`src/rtl/alu_operand_stage.sv`:
```
// Operand-select and register stage between register-file read and the ALU.
// Optional write-back forwarding is enabled by defining ALU_OPERAND_FWD_EN.
module alu_operand_stage #(
  parameter int DATA_W = 16,
  parameter int IMM_W  = 8,
  parameter int OP_W   = 4,
  parameter int REG_AW = 3
) (
  input  logic              clk,
  input  logic              rst,
  input  logic              en_in,
  output logic              ready_out,
  input  logic              flush,
  input  logic [IMM_W-1:0]  imm,
  input  logic [DATA_W-1:0] rd_q,
  input  logic [DATA_W-1:0] rs_q,
  input  logic [REG_AW-1:0] rd_addr,
  input  logic [REG_AW-1:0] rs_addr,
  input  logic [1:0]        b_sel,
  input  logic [OP_W-1:0]   op_in,
  input  logic              wb_en,
  input  logic [REG_AW-1:0] wb_addr,
  input  logic [DATA_W-1:0] wb_data,
  input  logic              alu_ready,
  output logic [DATA_W-1:0] alu_a,
  output logic [DATA_W-1:0] alu_b,
  output logic [OP_W-1:0]   alu_op,
  output logic              en_out
);

  localparam int PAD_W = DATA_W - IMM_W;

  logic              accept;
  logic [DATA_W-1:0] a_src;
  logic [DATA_W-1:0] rs_src;
  logic [DATA_W-1:0] b_mux;

  assign ready_out = !en_out || alu_ready;
  assign accept    = en_in && ready_out && !flush;

`ifdef ALU_OPERAND_FWD_EN
  always_comb begin
    a_src  = rd_q;
    rs_src = rs_q;
    if (wb_en && (wb_addr == rd_addr)) a_src  = wb_data;
    if (wb_en && (wb_addr == rs_addr)) rs_src = wb_data;
  end
`else
  // Forwarding ports are kept for a stable interface but carry no logic here.
  logic unused_fwd;
  assign unused_fwd = ^{wb_en, wb_addr, wb_data, rd_addr, rs_addr};
  assign a_src      = rd_q;
  assign rs_src     = rs_q;
`endif

  always_comb begin
    b_mux = '0;
    case (b_sel)
      2'b00:   b_mux = {{PAD_W{imm[IMM_W-1]}}, imm};
      2'b01:   b_mux = rs_src;
      2'b10:   b_mux = {{PAD_W{1'b0}}, imm};
      default: b_mux = {imm, {PAD_W{1'b0}}};
    endcase
  end

  // Flush wins over accept and hold; data registers only move on accept.
  always_ff @(posedge clk or negedge rst) begin
    if (!rst) begin
      alu_a  <= '0;
      alu_b  <= '0;
      alu_op <= '0;
      en_out <= 1'b0;
    end else if (flush) begin
      en_out <= 1'b0;
    end else if (accept) begin
      alu_a  <= a_src;
      alu_b  <= b_mux;
      alu_op <= op_in;
      en_out <= 1'b1;
    end else if (alu_ready) begin
      en_out <= 1'b0;
    end
  end

endmodule

```
`config.mk`:
```
export PLATFORM = sky130hd
export DESIGN_NAME = alu_operand_stage
export DESIGN_NICKNAME = d
export VERILOG_FILES = /design/src/rtl/alu_operand_stage.sv
export SDC_FILE = /design/constraint.sdc
export NUM_CORES = 1
export LEC_CHECK = 0
export ABC_AREA = 1
export CELL_PAD_IN_SITES_DETAIL_PLACEMENT = 0
export CELL_PAD_IN_SITES_GLOBAL_PLACEMENT = 2
export CORE_MARGIN = 5
export CORE_UTILIZATION = 19
export DETAILED_ROUTE_END_ITERATION = 7
export GPL_TIMING_DRIVEN = 1
export HOLD_SLACK_MARGIN = 0.08
export PLACE_DENSITY_LB_ADDON = 0.3
export SYNTH_ARGS = -nofsm -noshare
export SYNTH_HDL_FRONTEND = slang
export SYNTH_SLANG_ARGS = --single-unit
```
`constraint.sdc`:
```
create_clock -name clk -period 2.2 [get_ports clk]
set_input_delay 0.44 -clock clk [delete_from_list [all_inputs] [get_ports clk]]
set_output_delay 0.44 -clock clk [all_outputs]
set_load 0.1 [all_outputs]
```
==> flow_summary.ini <==
[outcome]
outcome = finished clean

[setup_path]
startpoint_type = primary input
slowest_delay_ns = 0.46
critPathSlowestCell = clkdlybuf4s50_1
critPathMaxFanout = 3
cp-end-kind = primary output
cp.arrival_ns = 1.26
worstPathCellList = clkdlybuf4s50_1, inv_1, nand2_2, buf_12
worstPathRequired_ns = 1.76
crit_type = primary input to primary output

[timing]
period_minus_slack_ns = 1.70
drv_slew = 0
max_freq_mhz = 588
finalSetupTns_ns = 0
tightestPinTransition_ns = 0.478
maxSlewHeadroom = 0.681
fin_crit_sh = 0.773
finClkSkew_ns = 0.00654
setup_viol = 0
hold_viol = 0
rsz0062_at_grt = no

[final_layout]
drive_above_1_share = 0.187
nets = 381
num_antenna_cells = 0
fill_cells = 961
final_cells = 413
area_growth_pct = 58.8

[synth]
synth_top_cell_by_area = dfrtp_1
synth.cell_area_um2 = 1670
ys_types = 14
syn-num-nets = 291
yosys_warnings = 0
yosysSeqAreaShare = 0.554
ys_ff_latch = 37
synth_cells = 214
synth_top_area_share = 0.554
synth_area_leaders = dfrtp_1 (55%), nand2_1 (30%), nand3_1 (7.2%), buf_4 (2.2%), buf_2 (1.2%)
syn_avg_cell_area_um2 = 7.81

[floorplan]
rows = 34
die_h_um = 104
die-area_um2 = 10800
fp.dieW_um = 104
start_util = 0.193
core_area_um2 = 8640
ios = 115

[global_routing]
grtUsageTotal = 0.102
grt_max_degree = 37
antenna_found_initial = 0
grt_overflow_total = 0
grt_pass1_vias = 1679
grt_pass1_wl_mm = 8.86

[job]
cap_viol_max_count = 0

[drt]
vias_per_cell = 3.88
drtPass1Iterations = 4
wl_per_cell_um = 13.0
drc = 0
antenna_left = 0
drt_wl_total_mm = 5.39
drtIter0Drc = 45
vias = 1604

[cts]
htree_num_levels = 2
cts_hold_buf = 0
ctsResizeCount = 0
clockRootBuffer = clkbuf_8
worstSkewPairLatency_ns = 0.28
cts_buffers = 5
path_clk_slew_ns = 0.07
clock_sinks = 37
cts_tree = done
cts_setup_buffers = 0
clk_path_buf_depth = 2

[placement]
io_buffers = 88
dp.cells = 405
dp_hpwl_mm = 3.96
globalplace.congestion = 0.747

[power_and_ir_drop]
p_per_area_nw_per_um2 = 937
ir_drop_mv = 0.274
leakagePower_nw = 1.39

[min_path]
hp-class = primary input to async pin
[through the flow]
| step | power, mW | setup slack, ns | util | instance area (um^2) | hold WS [ns] |
|---|---|---|---|---|---|
| final | 2.48 | 0.500 | 0.307 | 2650 | 0.100 |
| after global routing | 2.62 | 0.462 | 0.307 | 2650 | 0.147 |
| after global placement | 2.05 | 0.306 | 0.298 | 2570 | 0.438 |
| after CTS | 2.53 | 0.494 | 0.307 | 2650 | 0.119 |
| after floorplan | 1.72 | 0.347 | - | 1670 | 0.144 |
| after detailed placement | 2.05 | 0.297 | 0.298 | 2570 | 0.449 |
[synthesized netlist by cell type]
cell type,count
nand3_1,24
nand2_4,1
nand2_1,132
inv_4,1
inv_1,2
buf_4,5
nor2_1,1
buf_2,4
nor2_2,1
a21oi_1,1
nor2_4,1
inv_2,2
dfrtp_1,37
nand2_2,2
[worst paths after layout]
path	from	endpoint	slack [ns]	cells past startpoint
hold reg to reg	alu_b[13]	alu_b[13]	0.48	2
setup / recovery	alu_ready	ready_out	0.50	4
max in group asynchronous	rst	alu_a[4]	1.47	2
min in group clk	alu_b[13]	alu_b[13]	0.48	2
setup reg to reg	en_out	alu_b[12]	0.89	5
hold / removal	rst	alu_b[3]	0.10	1
[final cells by class]
cell class | count | area (um^2) | share of cell area
clock buffer | 8 | 80.1 | 0.0302
multi-input combinational | 163 | 666 | 0.251
inverter | 5 | 21.3 | 0.00802
sequential | 37 | 927 | 0.350
timing repair buffer | 92 | 823 | 0.310
tap | 108 | 135 | 0.0509
[placed cells by master, fill, tap and decap left out, types with 2 or more instances in the layout]
cell type	count
clkbuf_8	5
nand2_2	2
buf_4	41
inv_2	2
inv_1	2
nand2_1	132
nand3_1	24
clkdlybuf4s50_1	49
dfrtp_1	36
clkbuf_1	3
[power by group]
group	leakage (nW)	switching, mW	internal (mW)
registers	0.464	0.0538	0.778
clock network	0.0395	0.234	0.225
logic	0.882	0.925	0.268
total	1.39	1.21	1.27
[sequential cells by signal (all words and copies together), names as in the netlist]
register  flops
alu_b        16
alu_op        4
en_out        1
alu_a        16
[metal layers]
layer  up-vias  routed length, um  GRT usage
li1        832                  -          -
met1       715               2460      0.131
met2        50               2550      0.162
met3         7                296     0.0317
met4         0                 82     0.0361
met5         -                  0          0
[cell families (layout without fill, tap and decap cells)]
| logic type | after synthesis | count (layout) | synth area share |
|---|---|---|---|
| AND/OR/NAND/NOR | 162 | 162 | 0.396 |
| flip-flops | 37 | 37 | 0.554 |
| buffers and inverters | 14 | 105 | 0.0472 |
| AO/OA/AOI/OAI | 1 | 1 | 0.00299 |
[worst max-delay path: cells and delay by family]
family / cells / cell delay, ns
buffers and inverters: 3 / 0.70
AND/OR/NAND/NOR: 1 / 0.12
(Power assumes the default switching activity.)
